File: src/rtl/regfile_write_arbiter_if.sv
// regfile_write_arbiter_if: request side and register-file write side of the write-port arbiter
interface regfile_write_arbiter_if #(
  parameter int N = 64,
  parameter int NREQ = 4,
  parameter int AW = 5,
  parameter int NREG = 32
);
  logic [NREQ-1:0] req;
  logic [NREQ*AW-1:0] req_addr;
  logic [NREQ*N-1:0] req_data;
  logic [NREQ-1:0] gnt;
  logic [NREG-1:0] load;
  logic [N-1:0] wr_data;
  logic [AW-1:0] wr_addr;
  logic addr_err;
  modport master (
    output req, req_addr, req_data,
    input gnt, load, wr_data, wr_addr, addr_err
  );
  modport slave (
    input req, req_addr, req_data,
    output gnt, load, wr_data, wr_addr, addr_err
  );
endinterface

File: src/rtl/regfile_write_arbiter.sv
// regfile_write_arbiter: round-robin arbiter for the register-file write port; define XZR_PROTECT_EN to make address NREG-1 unwritable
module regfile_write_arbiter #(
  parameter int N = 64,
  parameter int NREQ = 4,
  parameter int AW = 5,
  parameter int NREG = 32
) (
  input logic clock,
  input logic R,
  regfile_write_arbiter_if.slave bus
);
  localparam int PW = $clog2(NREQ);
  logic [PW-1:0] ptr_q, ptr_d, win;
  logic found;
  logic [NREQ-1:0] gnt_q, gnt_d, elig;
  logic [NREG-1:0] load_q, load_d;
  logic [N-1:0] wr_data_q, wr_data_d;
  logic [AW-1:0] wr_addr_q, wr_addr_d, win_addr;
  logic addr_err_q, addr_err_d, in_range, protect;
  // first eligible requester at or after the pointer, wrapping; the one just granted is masked
  always_comb begin
    elig = bus.req & ~gnt_q;
    found = 1'b0;
    win = '0;
    for (int k = 0; k < NREQ; k++) begin
      if (!found && elig[(int'(ptr_q) + k) % NREQ]) begin
        found = 1'b1;
        win = PW'((int'(ptr_q) + k) % NREQ);
      end
    end
  end
  // next grant, load decode, write payload and pointer advance
  always_comb begin
    win_addr = bus.req_addr[win*AW +: AW];
    in_range = int'(win_addr) < NREG;
`ifdef XZR_PROTECT_EN
    protect = int'(win_addr) == NREG - 1;
`else
    protect = 1'b0;
`endif
    ptr_d = found ? PW'((int'(win) + 1) % NREQ) : ptr_q;
    gnt_d = found ? NREQ'(1) << win : '0;
    load_d = (found && in_range && !protect) ? NREG'(1) << win_addr : '0;
    addr_err_d = found && !in_range;
    wr_addr_d = found ? win_addr : wr_addr_q;
    wr_data_d = found ? bus.req_data[win*N +: N] : wr_data_q;
  end
  // single registered stage; reset drops any in-flight write immediately
  always_ff @(posedge clock or posedge R) begin
    if (R) begin
      ptr_q <= '0;
      gnt_q <= '0;
      load_q <= '0;
      wr_data_q <= '0;
      wr_addr_q <= '0;
      addr_err_q <= 1'b0;
    end else begin
      ptr_q <= ptr_d;
      gnt_q <= gnt_d;
      load_q <= load_d;
      wr_data_q <= wr_data_d;
      wr_addr_q <= wr_addr_d;
      addr_err_q <= addr_err_d;
    end
  end
  assign bus.gnt = gnt_q;
  assign bus.load = load_q;
  assign bus.wr_data = wr_data_q;
  assign bus.wr_addr = wr_addr_q;
  assign bus.addr_err = addr_err_q;
endmodule

File: src/flat_wrapper.sv
// flat-port wrapper written by rule: the top's interface ports become plain ports
module regfile_write_arbiter_flat 
#(
  parameter int N = 64,
  parameter int NREQ = 4,
  parameter int AW = 5,
  parameter int NREG = 32
)
  (clock, R, bus_req, bus_req_addr, bus_req_data, bus_gnt, bus_load, bus_wr_data, bus_wr_addr, bus_addr_err);
  regfile_write_arbiter_if #(.N(N), .NREQ(NREQ), .AW(AW), .NREG(NREG)) bus_i ();
  input logic clock;
  input logic R;
  input wire logic [$bits(bus_i.req)-1:0] bus_req;
  input wire logic [$bits(bus_i.req_addr)-1:0] bus_req_addr;
  input wire logic [$bits(bus_i.req_data)-1:0] bus_req_data;
  output wire logic [$bits(bus_i.gnt)-1:0] bus_gnt;
  output wire logic [$bits(bus_i.load)-1:0] bus_load;
  output wire logic [$bits(bus_i.wr_data)-1:0] bus_wr_data;
  output wire logic [$bits(bus_i.wr_addr)-1:0] bus_wr_addr;
  output wire logic [$bits(bus_i.addr_err)-1:0] bus_addr_err;
  assign bus_i.req = bus_req;
  assign bus_i.req_addr = bus_req_addr;
  assign bus_i.req_data = bus_req_data;
  assign bus_gnt = bus_i.gnt;
  assign bus_load = bus_i.load;
  assign bus_wr_data = bus_i.wr_data;
  assign bus_wr_addr = bus_i.wr_addr;
  assign bus_addr_err = bus_i.addr_err;
  regfile_write_arbiter #(.N(N), .NREQ(NREQ), .AW(AW), .NREG(NREG)) u_core (.clock(clock), .R(R), .bus(bus_i));
endmodule
File: config.mk
export PLATFORM = sky130hd
export DESIGN_NAME = regfile_write_arbiter_flat
export DESIGN_NICKNAME = d
export VERILOG_FILES = /design/src/rtl/regfile_write_arbiter_if.sv /design/src/rtl/regfile_write_arbiter.sv /design/src/flat_wrapper.sv
export SDC_FILE = /design/constraint.sdc
export NUM_CORES = 1
export LEC_CHECK = 0
export CAP_MARGIN = 20
export CORE_ASPECT_RATIO = 1.2
export CORE_MARGIN = 5
export CORE_UTILIZATION = 25
export DETAILED_ROUTE_END_ITERATION = 12
export HOLD_SLACK_MARGIN = 0.15
export MAX_ROUTING_LAYER = met4
export PLACE_DENSITY = 0.71
export SLEW_MARGIN = 10
export SYNTH_ARGS = -nofsm -noshare
export SYNTH_HDL_FRONTEND = slang
export SYNTH_SLANG_ARGS = --single-unit
export TNS_END_PERCENT = 20
File: constraint.sdc
create_clock -name clock -period 3.4 [get_ports clock]
set_input_delay 0.51 -clock clock [delete_from_list [all_inputs] [get_ports clock]]
set_output_delay 0.51 -clock clock [all_outputs]
set_load 0.01 [all_outputs]
# [After elaboration in Yosys (flattened, before gate mapping)]
# Cells that the tools add are included.
[word_totals] register_bits=107 output_inout_bits=106 word_cells=53
[op_classes] add_sub_neg=4 n_mul=1 magnitude_cmp=4 shift=4 mux=21 bitwise=5 reduce_logical=9
[ops] operator="$shiftx 256x9->64" count=1
[ops] operator="$mux 32" count=1
[ops] operator="$shl 1x5->32 const A" count=1
[ops] operator="$shiftx 20x6->5" count=1
[ops] operator="$lt 3x4->1 const B" count=3
[ops] operator="$mux 1" count=11
[ops] operator="$bmux 1 s2" count=4
[ops] operator="$mux 2" count=4
[ops] operator="$reduce_or 2->1" count=3
[ops] operator="$mul 2x3->5 const B" count=1
[ops] operator="$add 2x1->2 const B" count=2
[ops] operator="$add 2x2->2 const B" count=2
[ops] operator="$and 4x4->4" count=1
[ops] operator="$mux 4" count=1
[ops] operator="$not 4->4" count=1
[ops] operator="$shl 1x2->4 const A" count=1
[ops] operator="$and 1x1->1 const A" count=3
[ops] operator="$logic_and 1x1->1" count=3
[ops] operator="$logic_not 1->1" count=3
[ops] operator="$lt 2x3->1 const B" count=1

# [Logic depth before layout (Yosys ltp)]
# Gate-level depths: netlist of the first run.
[depth] word_depth=18 mapped_depth=10 mapped_depth_nobuf=7

# [Worst setup path before layout of the first run]
# No wires, ideal clock.
[synth_path] path_kind="reg-to-reg" from="register u_core.gnt_q[2] (netlist: u_core.bus.gnt[2])" to="register u_core.gnt_q[0] (netlist: u_core.bus.gnt[0])" setup_time_ns=0.119 arrival_time_ns=2.001 path_slack_ns=1.281 path_stages_with_launch=10 n_path_buf=3 cell_sequence="dfrtp_1 > nand2b_1 > a221o_1 > buf_2 > nand2_4 > inv_2 > buf_2 > clkbuf_1 > ha_1 > and2_1"
[synth_via] elab_chain_cells=16 word_cells_on_any_way=29
[synth_rtl] element="from (decl)" line="regfile_write_arbiter.sv:15" rtl="logic [NREQ-1:0] gnt_q, gnt_d, elig;"
[synth_rtl] element="from (signal assigned)" line="regfile_write_arbiter.sv:59" rtl="gnt_q <= gnt_d;"
[synth_rtl] element="$not 4->4 (*)" line="regfile_write_arbiter.sv:22" rtl="elig = bus.req & ~gnt_q;"
[synth_rtl] element="$and 4x4->4 (*)" line="regfile_write_arbiter.sv:22"
[synth_rtl] element="$bmux 1 s2" line="regfile_write_arbiter.sv:26" rtl="if (!found && elig[(int'(ptr_q) + k) % NREQ]) begin"
[synth_rtl] element="$mux 1 (not written as such)" line="regfile_write_arbiter.sv:26"
[synth_rtl] element="$mux 1" line="regfile_write_arbiter.sv:26"
[synth_rtl] element="$logic_not 1->1" line="regfile_write_arbiter.sv:26"
[synth_rtl] element="$logic_and 1x1->1" line="regfile_write_arbiter.sv:26"
[synth_rtl] element="$mux 1" line="regfile_write_arbiter.sv:26"
[synth_rtl] element="$logic_not 1->1" line="regfile_write_arbiter.sv:26"
[synth_rtl] element="$logic_and 1x1->1" line="regfile_write_arbiter.sv:26"
[synth_rtl] element="$mux 1" line="regfile_write_arbiter.sv:26"
[synth_rtl] element="$logic_not 1->1" line="regfile_write_arbiter.sv:26"
[synth_rtl] element="$logic_and 1x1->1" line="regfile_write_arbiter.sv:26"
[synth_rtl] element="$mux 2" line="regfile_write_arbiter.sv:26"
[synth_rtl] element="$shl 1x2->4" line="regfile_write_arbiter.sv:42" rtl="gnt_d = found ? NREQ'(1) << win : '0;"
[synth_rtl] element="$mux 4 (*)" line="regfile_write_arbiter.sv:42"
[synth_rtl] element="net u_core.gnt_d[0]" line="regfile_write_arbiter.sv:15"
# The timed path passes the listed nets; every way through them passes the cells marked *. The select of a mux whose other input is x is not followed.
# A chain may end at the register's enable or synchronous reset.

# [Final worst setup path of the first run]
[layout_path] from="input port bus_req[0]" to="register u_core.wr_data_q[7] (netlist: u_core.bus.wr_data[7])"
[layout_via] elab_chain_cells=14 word_cells_on_any_way=27
[layout_rtl] element="from (decl)" line="flat_wrapper.sv:13" rtl="input wire logic [$bits(bus_i.req)-1:0] bus_req;"
[layout_rtl] element="$and 4x4->4 (*)" line="regfile_write_arbiter.sv:22"
[layout_rtl] element="$bmux 1 s2" line="regfile_write_arbiter.sv:26"
[layout_rtl] element="$mux 1 (not written as such)" line="regfile_write_arbiter.sv:26"
[layout_rtl] element="$mux 1" line="regfile_write_arbiter.sv:26"
[layout_rtl] element="$logic_not 1->1" line="regfile_write_arbiter.sv:26"
[layout_rtl] element="$logic_and 1x1->1" line="regfile_write_arbiter.sv:26"
[layout_rtl] element="$mux 1" line="regfile_write_arbiter.sv:26"
[layout_rtl] element="$logic_not 1->1" line="regfile_write_arbiter.sv:26"
[layout_rtl] element="$logic_and 1x1->1" line="regfile_write_arbiter.sv:26"
[layout_rtl] element="$mux 1" line="regfile_write_arbiter.sv:26"
[layout_rtl] element="$logic_not 1->1" line="regfile_write_arbiter.sv:26"
[layout_rtl] element="$logic_and 1x1->1" line="regfile_write_arbiter.sv:26"
[layout_rtl] element="$mux 2" line="regfile_write_arbiter.sv:26"
[layout_rtl] element="$shiftx 256x9->64" line="regfile_write_arbiter.sv:46" rtl="wr_data_d = found ? bus.req_data[win*N +: N] : wr_data_q;"
[layout_rtl] element="to (signal assigned)" line="regfile_write_arbiter.sv:61" rtl="wr_data_q <= wr_data_d;"
[layout_rtl] element="to (decl)" line="regfile_write_arbiter.sv:17" rtl="logic [N-1:0] wr_data_q, wr_data_d;"
# Every way passes the cells marked *; elsewhere a longest branch is shown, timed or not. The select of a mux whose other input is x is not followed.

==> impl_summary.log, run 1 <==
[metrics] area of the die: 28500 um2
[metrics] Clock Tree Buf Depth: 2
[metrics] P_leak: 0.00454 uW
[metrics] hold-fix buffers at CTS: 0
[metrics] post-synthesis instance total: 608
[metrics] setup repair after global routing missed its margin: no
[metrics] layout cell share with drive strength beyond 1: 0.0538
[metrics] proportion of synthesized area in mux cells: 0.217
[metrics] area inside the core boundary: 24800 um2
[metrics] status: completed
[metrics] buffer cell driving the clock tree root: sky130_fd_sc_hd__clkbuf_16
[metrics] synth unique cells: 54
[metrics] global routing usage summed across all routing layers: 0.173
[metrics] number of buffers created by CTS: 9
[metrics] Tmin final: 2.68 ns
[metrics] area growth from synthesis to layout: 71.5%
[metrics] wire length per cell after detailed routing: 19.5 um
[metrics] clock slew at the register clock pins of the worst setup and hold paths: 0.08 ns
[metrics] area fraction in and, or, nand and nor cells after synthesis: 0.129
[metrics] Highest Clock Rate: 373 MHz
[metrics] area of all placed cells without fillers: 10800 um2
[metrics] type of element capturing the critical path: register
[metrics] area of the mapped netlist: 6300 um2
[metrics] Final Net Count: 1266
[metrics] global-route wire length before repair: 37.3 mm
[metrics] vias per std cell: 4.85
[metrics] later-pin clock latency in the skew report: 0.35 ns
[metrics] Final Hold Viols: 0
[metrics] required arrival time at the worst endpoint: 3.62 ns
[metrics] Final GP Congestion: 0.863
[metrics] sequential area share after synthesis: 0.425
[metrics] fin. max-slew vios: 0
[metrics] final std cells w/o fill: 1310
[metrics] P per Cell Area: 811 nW/um2
[metrics] final hold slack: 0.486 ns
[metrics] post-route clock skew: 0.0104 ns
[metrics] number of rows in the core area: 63
[metrics] total number of vias: 6348
[metrics] 1st-iter DRT viols: 348
[metrics] number of global-route vias before repair: 6590
[metrics] delay of the slowest cell on the worst path: 0.51 ns
[metrics] clock tree from TritonCTS: done
[metrics] total power draw: 8760 uW
[metrics] setup slack of the most critical reg-to-reg path: 0.88 ns
[metrics] Area after DPL: 10500 um2
[metrics] DR pass1 iterations: 5
[metrics] cell with the largest stage delay on the worst path: sky130_fd_sc_hd__clkdlybuf4s50_1
[metrics] Slew @ Worst Pin: 0.776 ns
[metrics] Clock Sink Count: 107
[metrics] critical path launch point type: input pin
[metrics] FF+latch count, synth: 107
[metrics] starting utilization of the core area: 0.254
[metrics] reported max-cap violation count: 0
[metrics] CTS HTree Levels: 3
[metrics] hold crit path type: reg2reg
[metrics] most common cell after layout, fill and taps aside: sky130_fd_sc_hd__clkdlybuf4s50_1
[metrics] CP cell instances: clkdlybuf4s50_1 -> nor4b_1 -> or2_1 -> nor2_4 -> inv_6 -> buf_4 -> mux2i_1 -> o221ai_1
[metrics] post-cts repair resize count: 0
[metrics] Die Height: 184 um
[metrics] EDFF count, synth: 0
[metrics] number of remaining DRC errors: 0
[metrics] Syn. warnings: 0
[metrics] Compound-Gate Fraction of Synth Area: 0.165
[metrics] antenna violation net count after detailed routing: 0
[metrics] relative max-transition margin: 0.481
[metrics] biggest fanout along the worst timing path: 24
[metrics] mean post-synth cell area: 10.4 um2
[metrics] number of I/O port buffers: 386
[metrics] setup TNS: 0 ns
[metrics] xor and xnor area share after synthesis: 0
[metrics] io pins: 388
[metrics] Final HPWL DP: 20.5 mm
[metrics] Final period util: 0.789
[metrics] largest net degree at the start of global routing: 66
[metrics] routed wire length: 25.6 mm
[metrics] total nets after synthesis: 894
[metrics] Arrival @ worst endpoint: 2.91 ns
[metrics] number of buffers and inverters on the critical path: 3
[metrics] number of setup violations in the final report: 0
[metrics] share of synthesized cell area in full adder, half adder and majority cells: 0.00795
[metrics] Setup CP Type: in2reg
[metrics] n_diodes: 0
[metrics] largest family of logic cells by synthesized area: multiplexers
[metrics] largest voltage drop on the vdd net: 299 uV
[metrics] flip-flop cell with the highest count after synthesis: sky130_fd_sc_hd__dfrtp_1
[metrics] aggregate global routing overflow: 0
[metrics] number of antenna violations at the first check in global routing: 0
[metrics] Post-CTS Setup Bufs: 0
[metrics] overall die width: 155 um
[metrics] post-placement cell count: 1294
[metrics] commonest non-fill, non-tap cells in the layout: 386 x sky130_fd_sc_hd__clkdlybuf4s50_1, 133 x sky130_fd_sc_hd__mux2i_1, 107 x sky130_fd_sc_hd__dfrtp_1
[metrics] async set or reset register ratio after synthesis: 1.00
[metrics] top cell family by delay on the critical path: buffers and inverters
==> power by group <==
part           internal, uW  switching [uW]  total, uW
clock network           519             548       1070
registers              1880             343       2220
logic                  2710            2760       5470
==> cell usage after synthesis, drive strengths merged, types with 2 or more instances <==
cell type  number  area (um2)
mux2i         133        1330
dfrtp         107        2680
nand2          83         319
o221ai         64         561
nor2           47         186
buf            27         246
o21ai          22         110
clkbuf         21        78.8
nor2b          12        75.1
a32oi          11        96.3
nand2b          7        43.8
a21oi           6        33.8
inv             5        18.8
and2            4        25.0
ha              4        50.1
o22ai           4        25.0
a211o           3        26.3
a311oi          3        26.3
mux2            3        33.8
nand3           3        15.0
nor3            3        15.0
nor4            3        18.8
o211ai          3        22.5
or4             3        22.5
a22oi           2        15.0
a311o           2        20.0
a32o            2        20.0
and3b           2        17.5
nand4           2        12.5
==> flip-flops by register name (all words and copies together) (netlist names) <==
| register | cells |
|---|---|
| u_core.bus.wr_addr | 5 |
| u_core.ptr_q | 2 |
| u_core.bus.gnt | 4 |
| u_core.bus.load | 32 |
| u_core.bus.wr_data | 64 |
==> logic make-up (layout without fill, tap and decap cells) <==
| kind of cell | count (synthesis) | after routing |
|---|---|---|
| simple gates | 175 | 175 |
| mux | 136 | 136 |
| compound gates | 131 | 131 |
| flops | 107 | 107 |
| buf+inv | 54 | 431 |
| fa+ha+maj | 4 | 4 |
| other cells | 1 | 1 |
==> per-stage QoR <==
stage / util / setup slack [ns]
2_1_floorplan: - / 0.0728
3_3_place_gp: 0.424 / 0.385
3_5_place_dp: 0.424 / 0.346
4_1_cts: 0.436 / 0.742
5_1_grt: 0.436 / 0.580
6_report: 0.436 / 0.718
==> final timing paths <==
check / from / to / depth (start not counted)
worst max-delay path: bus_req[0] / u_core.bus.wr_data[7] / 8
worst min-delay path: u_core.bus.wr_addr[2] / u_core.bus.wr_addr[2] / 2
worst max register to register: u_core.ptr_q[0] / u_core.bus.wr_data[7] / 7
worst min register to register: u_core.bus.wr_addr[2] / u_core.bus.wr_addr[2] / 2
max in group asynchronous: R / u_core.bus.wr_data[14] / 3
min in group asynchronous: R / u_core.bus.wr_data[2] / 2
==> cell type report <==
cell class / instances / area, um2
Multi-Input combinational cell: 447 / 3280
Tap cell: 325 / 407
Clock inverter: 7 / 72.6
Sequential cell: 107 / 2680
Clock buffer: 9 / 225
Inverter: 6 / 30.0
Timing Repair Buffer: 409 / 4110
Fill cell: 2417 / 13900
==> per-layer routing <==
metal	GRT usage	vias to the layer above	wire [um]
met5	-	-	0
met1	0.191	3026	9710
met3	0.0339	31	1500
met2	0.313	269	13700
li1	-	3022	-
met4	0.0519	0	651
==> tightest hold or removal path, stage by stage (launching register included) <==
cell,delay (ns)
sky130_fd_sc_hd__dfrtp_1,0.35
sky130_fd_sc_hd__nand2_1,0.05
sky130_fd_sc_hd__o21ai_0,0.06
(Power assumes the default switching activity.)
==> inputs of run 2 (changes only) <==
--- a/config.mk
+++ b/config.mk
@@ -12,7 +12,7 @@
 export DETAILED_ROUTE_END_ITERATION = 12
 export HOLD_SLACK_MARGIN = 0.15
 export MAX_ROUTING_LAYER = met4
-export PLACE_DENSITY = 0.71
+export PLACE_DENSITY = 0.69
 export SLEW_MARGIN = 10
 export SYNTH_ARGS = -nofsm -noshare
 export SYNTH_HDL_FRONTEND = slang
==> constraint.sdc (replaced) <==
create_clock -name clock -period 2.7 [get_ports clock]
set_input_delay 0.405 -clock clock [delete_from_list [all_inputs] [get_ports clock]]
set_output_delay 0.405 -clock clock [all_outputs]
set_load 0.01 [all_outputs]
==> run 2 against run 1 <==
  * Utilization grew 0.90 points
  * Via count is 2.7% higher
  * Sequential share of layout area decreased by 0.50 points
  * Worst hold slack improved by 0.0025 ns
  * Setup slack worse by 0.38 ns
  * Sequential power rose by 26%
  * Die area unchanged
  * Critical endpoint is now u_core.bus.load[7]
  * Clock-buffer cell count did not move
  * Final area grew 2.1%
  * Power increased by 29%
  * Wire length grew 0.73%
==> impl_summary.log, run 2 (synthesis gave the netlist of run 1 again) <==
[metrics] area inside the core boundary: 24800 um2
[metrics] number of antenna violations at the first check in global routing: 0
[metrics] critical path launch point type: input pin
[metrics] vias per std cell: 4.88
[metrics] 1st-iter DRT viols: 262
[metrics] biggest fanout along the worst timing path: 12
[metrics] area growth from synthesis to layout: 75.1%
[metrics] clock slew at the register clock pins of the worst setup and hold paths: 0.08 ns
[metrics] aggregate global routing overflow: 0
[metrics] largest voltage drop on the vdd net: 583 uV
[metrics] later-pin clock latency in the skew report: 0.36 ns
[metrics] FF/Latch Area: 2680 um2
[metrics] DR pass1 iterations: 4
[metrics] cell depth of the worst flop-to-flop path: 7
[metrics] number of I/O port buffers: 386
[metrics] number of rows in the core area: 63
[metrics] n_diodes: 0
[metrics] layout cell share with drive strength beyond 1: 0.0791
[metrics] io pins: 388
[metrics] Final period util: 0.875
[metrics] post-place setup slack: -0.0116 ns
[metrics] number of global-route vias before repair: 6841
[metrics] wire length per cell after detailed routing: 19.3 um
[metrics] overall die width: 155 um
[metrics] fin. max-slew vios: 0
[metrics] Post-CTS Setup Bufs: 0
[metrics] starting utilization of the core area: 0.254
[metrics] clock tree from TritonCTS: done
[metrics] critical path startpoint: bus_req[2]
[metrics] post-cts repair resize count: 0
[metrics] global-route wire length before repair: 38.3 mm
[metrics] P_leak: 0.00467 uW
[metrics] largest net degree at the start of global routing: 42
[metrics] count of fill cells added during filler insertion: 2405
[metrics] Slew @ Worst Pin: 0.702 ns
[metrics] total number of vias: 6519
[metrics] fin worst setup slack: 0.337 ns
[metrics] area of the multi-input gates: 3280 um2
[metrics] most common cell after layout, fill and taps aside: sky130_fd_sc_hd__clkdlybuf4s50_1
[metrics] Final HPWL DP: 20.8 mm
[metrics] Clock Tree Buf Depth: 2
[metrics] type of element capturing the critical path: register
[metrics] worst hold endpoint: u_core.bus.wr_data[51]
[metrics] commonest non-fill, non-tap cells in the layout: 386 x sky130_fd_sc_hd__clkdlybuf4s50_1, 133 x sky130_fd_sc_hd__mux2i_1, 107 x sky130_fd_sc_hd__dfrtp_1
[metrics] hold path startpoint: u_core.bus.wr_data[51]
[metrics] number of remaining DRC errors: 0
[metrics] number of cells traversed by the worst hold path: 2
[metrics] Die Height: 184 um
[metrics] post-route clock skew: 0.0122 ns
[metrics] relative max-transition margin: 0.531
[metrics] Reg2Reg Launch Point: u_core.ptr_q[1]
[metrics] Final GP Congestion: 0.886
[metrics] area of all placed cells without fillers: 11000 um2
[metrics] Final Net Count: 1293
[metrics] status: completed
[metrics] Tmin final: 2.36 ns
[metrics] hold crit path type: reg2reg
[metrics] final hold slack: 0.489 ns
[metrics] buffer cell driving the clock tree root: sky130_fd_sc_hd__clkbuf_16
[metrics] P per Cell Area: 1030 nW/um2
[metrics] Highest Clock Rate: 423 MHz
[metrics] max reg flops: 64
[metrics] Arrival @ worst endpoint: 2.64 ns
[metrics] setup slack of the most critical reg-to-reg path: 0.37 ns
[metrics] routed wire length: 25.8 mm
[metrics] area of the die: 28500 um2
[metrics] global routing usage summed across all routing layers: 0.177
[metrics] antenna violation net count after detailed routing: 0
[metrics] Setup CP Type: in2reg
[metrics] Clock Sink Count: 107
[metrics] Final Hold Viols: 0
[metrics] number of setup violations in the final report: 0
[metrics] CTS HTree Levels: 3
[metrics] endpoint of the lowest-slack register-to-register path: u_core.bus.load[7]
[metrics] setup repair after global routing missed its margin: no
[metrics] reported max-cap violation count: 0
[metrics] Area after DPL: 10700 um2
[metrics] required arrival time at the worst endpoint: 2.97 ns
[metrics] number of buffers created by CTS: 9
[metrics] hold-fix buffers at CTS: 0
[metrics] setup TNS: 0 ns
[run 2: critical path, cell delays in order]
cell and delay [ns]:
sky130_fd_sc_hd__clkdlybuf4s50_1 0.45, sky130_fd_sc_hd__nor4bb_4 0.20, sky130_fd_sc_hd__buf_4 0.15, sky130_fd_sc_hd__nor2_1 0.55, sky130_fd_sc_hd__a32oi_1 0.26, sky130_fd_sc_hd__a32o_1 0.27
sky130_fd_sc_hd__a211o_1 0.25, sky130_fd_sc_hd__nor2_1 0.10
[run 2: worst max path at each step]
stage | end | slack [ns] | cells after the start
global placement | u_core.bus.load[7] | 0.03 | 8
finish | u_core.bus.load[7] | 0.34 | 8
global route | u_core.bus.load[7] | 0.20 | 8
floorplan | u_core.bus.gnt[0] | 0.58 | 9
CTS | u_core.bus.load[7] | 0.37 | 8
detailed placement | u_core.bus.wr_data[41] | -0.01 | 9
[run 2: layer usage]
layer | track usage | vias up | share of wire
li1 | - | 3074 | -
met1 | 0.196 | 3112 | 0.38
met2 | 0.312 | 287 | 0.53
met3 | 0.0344 | 46 | 0.060
met4 | 0.0689 | 0 | 0.033
met5 | - | - | 0
[run 2: stage by stage]
step	power [uW]	instances	util
5_1_grt	12000	1337	0.445
3_3_place_gp	9970	1321	0.434
4_1_cts	11400	1337	0.445
2_1_floorplan	6760	608	-
6_report	11300	1337	0.445
3_5_place_dp	10000	1321	0.434
[run 2: power breakdown]
group          total [uW]  internal (uW)  switching [uW]
Combinational        7170           3670            3490
Sequential           2790           2370             420
Clock                1360            655             708
Total               11300           6700            4620
[run 2: final cells by class]
type                       instances  share of cell area
clock buffer                       9              0.0204
timing repair buffer             436               0.394
multi-input combinational        447               0.297
clock inverter                     7             0.00613
tap                              325              0.0369
sequential                       107               0.243
inverter                           6             0.00284
==> inputs of run 3 (changes only) <==
--- a/config.mk
+++ b/config.mk
@@ -5,14 +5,17 @@
 export SDC_FILE = /design/constraint.sdc
 export NUM_CORES = 1
 export LEC_CHECK = 0
+export ABC_AREA = 1
 export CAP_MARGIN = 20
+export CELL_PAD_IN_SITES_DETAIL_PLACEMENT = 1
+export CELL_PAD_IN_SITES_GLOBAL_PLACEMENT = 2
 export CORE_ASPECT_RATIO = 1.2
 export CORE_MARGIN = 5
-export CORE_UTILIZATION = 25
+export CORE_UTILIZATION = 19
 export DETAILED_ROUTE_END_ITERATION = 12
 export HOLD_SLACK_MARGIN = 0.15
 export MAX_ROUTING_LAYER = met4
-export PLACE_DENSITY = 0.69
+export PLACE_DENSITY = 0.91
 export SLEW_MARGIN = 10
 export SYNTH_ARGS = -nofsm -noshare
 export SYNTH_HDL_FRONTEND = slang
==> run 3 against run 2 <==
  * Cell count is 36% higher
  * Global-route usage is 2.6 points lower
  * Non-clock buffer count is 3 higher
  * Critical endpoint is now u_core.bus.load[11]
  * Clock power is 5% higher
  * Largest power group unchanged
  * Clock skew is 0.0072 ns higher
  * Setup slack worse by 0.089 ns
  * Worst hold slack worse by 0.0068 ns
  * Clock-buffer cell count stayed put
==> impl_summary.log, run 3 <==
[metrics] Tmin final: 2.45 ns
[metrics] CTS HTree Levels: 3
[metrics] routed wire length: 29.5 mm
[metrics] final std cells w/o fill: 1812
[metrics] number of I/O port buffers: 386
[metrics] P per Cell Area: 1580 nW/um2
[metrics] critical path launch point type: register
[metrics] later-pin clock latency in the skew report: 0.37 ns
[metrics] global-route wire length before repair: 45.8 mm
[metrics] Final GP Congestion: 0.869
[metrics] Clock Sink Count: 107
[metrics] post-route clock skew: 0.0194 ns
[metrics] number of remaining DRC errors: 0
[metrics] max reg flops: 64
[metrics] layout cell share with drive strength beyond 1: 0.0935
[metrics] total nets after synthesis: 1242
[metrics] area growth from synthesis to layout: 74.3%
[metrics] EDFF count, synth: 0
[metrics] post-place setup slack: -0.0489 ns
[metrics] top-area cell type share of the netlist area: 0.396
[metrics] area inside the core boundary: 35100 um2
[metrics] DR pass1 iterations: 4
[metrics] starting utilization of the core area: 0.193
[metrics] 1st-iter DRT viols: 269
[metrics] Syn. warnings: 0
[metrics] P_leak: 0.00541 uW
[metrics] async set or reset register ratio after synthesis: 1.00
[metrics] most frequent cells after synthesis: 175 x sky130_fd_sc_hd__nand2_1, 152 x sky130_fd_sc_hd__inv_1, 112 x sky130_fd_sc_hd__o21ai_0
[metrics] area of the multi-input gates: 3170 um2
[metrics] vias per std cell: 4.24
[metrics] ranking of synthesized cells by area: sky130_fd_sc_hd__dfrtp_1 40%, sky130_fd_sc_hd__nand2_1 9.7%, sky130_fd_sc_hd__inv_1 8.4%
[metrics] Arrival @ worst endpoint: 2.73 ns
[metrics] cell depth of the worst flop-to-flop path: 14
[metrics] total number of vias: 7688
[metrics] post-placement cell count: 1791
[metrics] fin. max-slew vios: 0
[metrics] io pins: 388
[metrics] FF/Latch Area: 2680 um2
[metrics] Setup CP Type: reg2reg
[metrics] clock slew at the register clock pins of the worst setup and hold paths: 0.08 ns
[metrics] count of fill cells added during filler insertion: 4275
[metrics] number of setup violations in the final report: 0
[metrics] utilization after layout: 0.336
[metrics] area of the mapped netlist: 6760 um2
[metrics] Highest Clock Rate: 408 MHz
[metrics] status: completed
[metrics] FF+latch count, synth: 107
[metrics] commonest non-fill, non-tap cells in the layout: 386 x sky130_fd_sc_hd__clkdlybuf4s50_1, 175 x sky130_fd_sc_hd__nand2_1, 151 x sky130_fd_sc_hd__inv_1
[metrics] global routing usage summed across all routing layers: 0.150
[metrics] required arrival time at the worst endpoint: 2.98 ns
[metrics] Clock Tree Buf Depth: 2
[metrics] wire length per cell after detailed routing: 16.3 um
[metrics] fin worst setup slack: 0.248 ns
[metrics] flip-flop cell with the highest count after synthesis: sky130_fd_sc_hd__dfrtp_1
[metrics] aggregate global routing overflow: 0
[metrics] number of global-route vias before repair: 8375
[metrics] most common cell after layout, fill and taps aside: sky130_fd_sc_hd__clkdlybuf4s50_1
[metrics] hold crit path type: in2async
[metrics] number of antenna violations at the first check in global routing: 2
[metrics] most common cell in the netlist: sky130_fd_sc_hd__nand2_1
[metrics] buffer cell driving the clock tree root: sky130_fd_sc_hd__clkbuf_16
[metrics] total power draw: 18600 uW
[metrics] Die Height: 217 um
[metrics] synth unique cells: 31
[metrics] Final Net Count: 1629
[metrics] number of buffers created by CTS: 9
[metrics] antenna violation net count after detailed routing: 0
[metrics] number of rows in the core area: 75
[metrics] reported max-cap violation count: 0
[metrics] Final HPWL DP: 24.4 mm
[metrics] top cell type by total area after synthesis: sky130_fd_sc_hd__dfrtp_1
[metrics] Final Hold Viols: 0
[metrics] clock tree from TritonCTS: done
[metrics] biggest fanout along the worst timing path: 8
[metrics] setup TNS: 0 ns
[metrics] overall die width: 182 um
[metrics] largest net degree at the start of global routing: 84
[metrics] mean post-synth cell area: 7.07 um2
[metrics] Final period util: 0.908
[metrics] sequential area share after synthesis: 0.396
[metrics] largest voltage drop on the vdd net: 793 uV
[metrics] type of element capturing the critical path: register
[metrics] post-synthesis instance total: 956
[metrics] area of the die: 39500 um2
run 3: changes by cell type in the layout (fill, tap and decap cells not counted), sizes merged, moves of 41 or more:
cell	previous run	this run
nand2	83	194
nor2	47	111
inv	9	159
a21oi	6	66
a31oi	1	63
o21ai	22	136
mux2i	133	0
nand3	3	44
o221ai	64	0
run 3: logic make-up (layout without fill, tap and decap cells):
| family | Yosys count | after routing | share of synthesized area |
|---|---|---|---|
| buf+inv | 220 | 612 | 0.136 |
| fa+ha+maj | 4 | 4 | 0.00740 |
| other cells | 1 | 3 | 0.000555 |
| flops | 107 | 107 | 0.396 |
| compound gates | 266 | 266 | 0.210 |
| simple gates | 358 | 358 | 0.250 |
run 3: routing by layer:
| layer | track usage | vias to the layer above | routed length (um) | part of all wire |
|---|---|---|---|---|
| met2 | 0.264 | 282 | 14900 | 0.51 |
| li1 | - | 3837 | - | - |
| met4 | 0.0423 | 0 | 657 | 0.022 |
| met1 | 0.167 | 3533 | 11800 | 0.40 |
| met3 | 0.0428 | 36 | 2100 | 0.071 |
| met5 | - | - | 0 | 0 |
run 3: power by group:
group	internal, uW	switching (uW)
registers	2470	374
clock network	739	694
logic	5960	8410
run 3: timing repair:
item                                   in CTS  in global routing
setup endpoints to repair                   0                 76
endpoints found under the hold margin       0                  0
hold buffers                                0                  0
setup buffers                               0                  3
gates resized for setup                     0                  1
run 3: worst max-delay path, stage by stage (launching register included):
cell and delay [ns]:
sky130_fd_sc_hd__dfrtp_2 0.49, sky130_fd_sc_hd__buf_4 0.16, sky130_fd_sc_hd__nand3_1 0.12, sky130_fd_sc_hd__nand3_1 0.11
sky130_fd_sc_hd__nand2_2 0.17, sky130_fd_sc_hd__nand3b_1 0.11, sky130_fd_sc_hd__nand2_1 0.10, sky130_fd_sc_hd__nor2_1 0.07
sky130_fd_sc_hd__nor2_4 0.19, sky130_fd_sc_hd__buf_4 0.20, sky130_fd_sc_hd__nand3_1 0.13, sky130_fd_sc_hd__nand2_4 0.10
sky130_fd_sc_hd__buf_4 0.17, sky130_fd_sc_hd__nand3_2 0.10, sky130_fd_sc_hd__nor2_1 0.14
run 3: cell type report:
| cell class | instances | area share |
|---|---|---|
| Timing Repair Buffer | 439 | 0.376 |
| Multi-Input combinational cell | 629 | 0.269 |
| Sequential cell | 107 | 0.227 |
| Inverter | 157 | 0.0514 |
| Tap cell | 462 | 0.0490 |
| Clock buffer | 9 | 0.0191 |
| Clock inverter | 7 | 0.00701 |
| Antenna cell | 2 | 0.000425 |
run 3: through the flow:
stage	instance area [um2]	hold slack, ns
floorplan	6770	0.516
global placement	11400	0.467
detailed placement	11400	0.485
CTS	11800	0.482
global route	11800	0.494
finish	11800	0.482
run 3: path summary, 6_finish.rpt:
kind / startpoint / to / slack, ns
worst min register to register: u_core.bus.wr_data[13] / u_core.bus.wr_data[13] / 0.50
worst max-delay path: u_core.ptr_q[0] / u_core.bus.load[11] / 0.25
worst min-delay path: R / u_core.bus.wr_data[22] / 0.48
min in group clock: u_core.bus.wr_data[13] / u_core.bus.wr_data[13] / 0.50
worst max register to register: u_core.ptr_q[0] / u_core.bus.load[11] / 0.25
max in group asynchronous: R / u_core.ptr_q[0] / 1.84
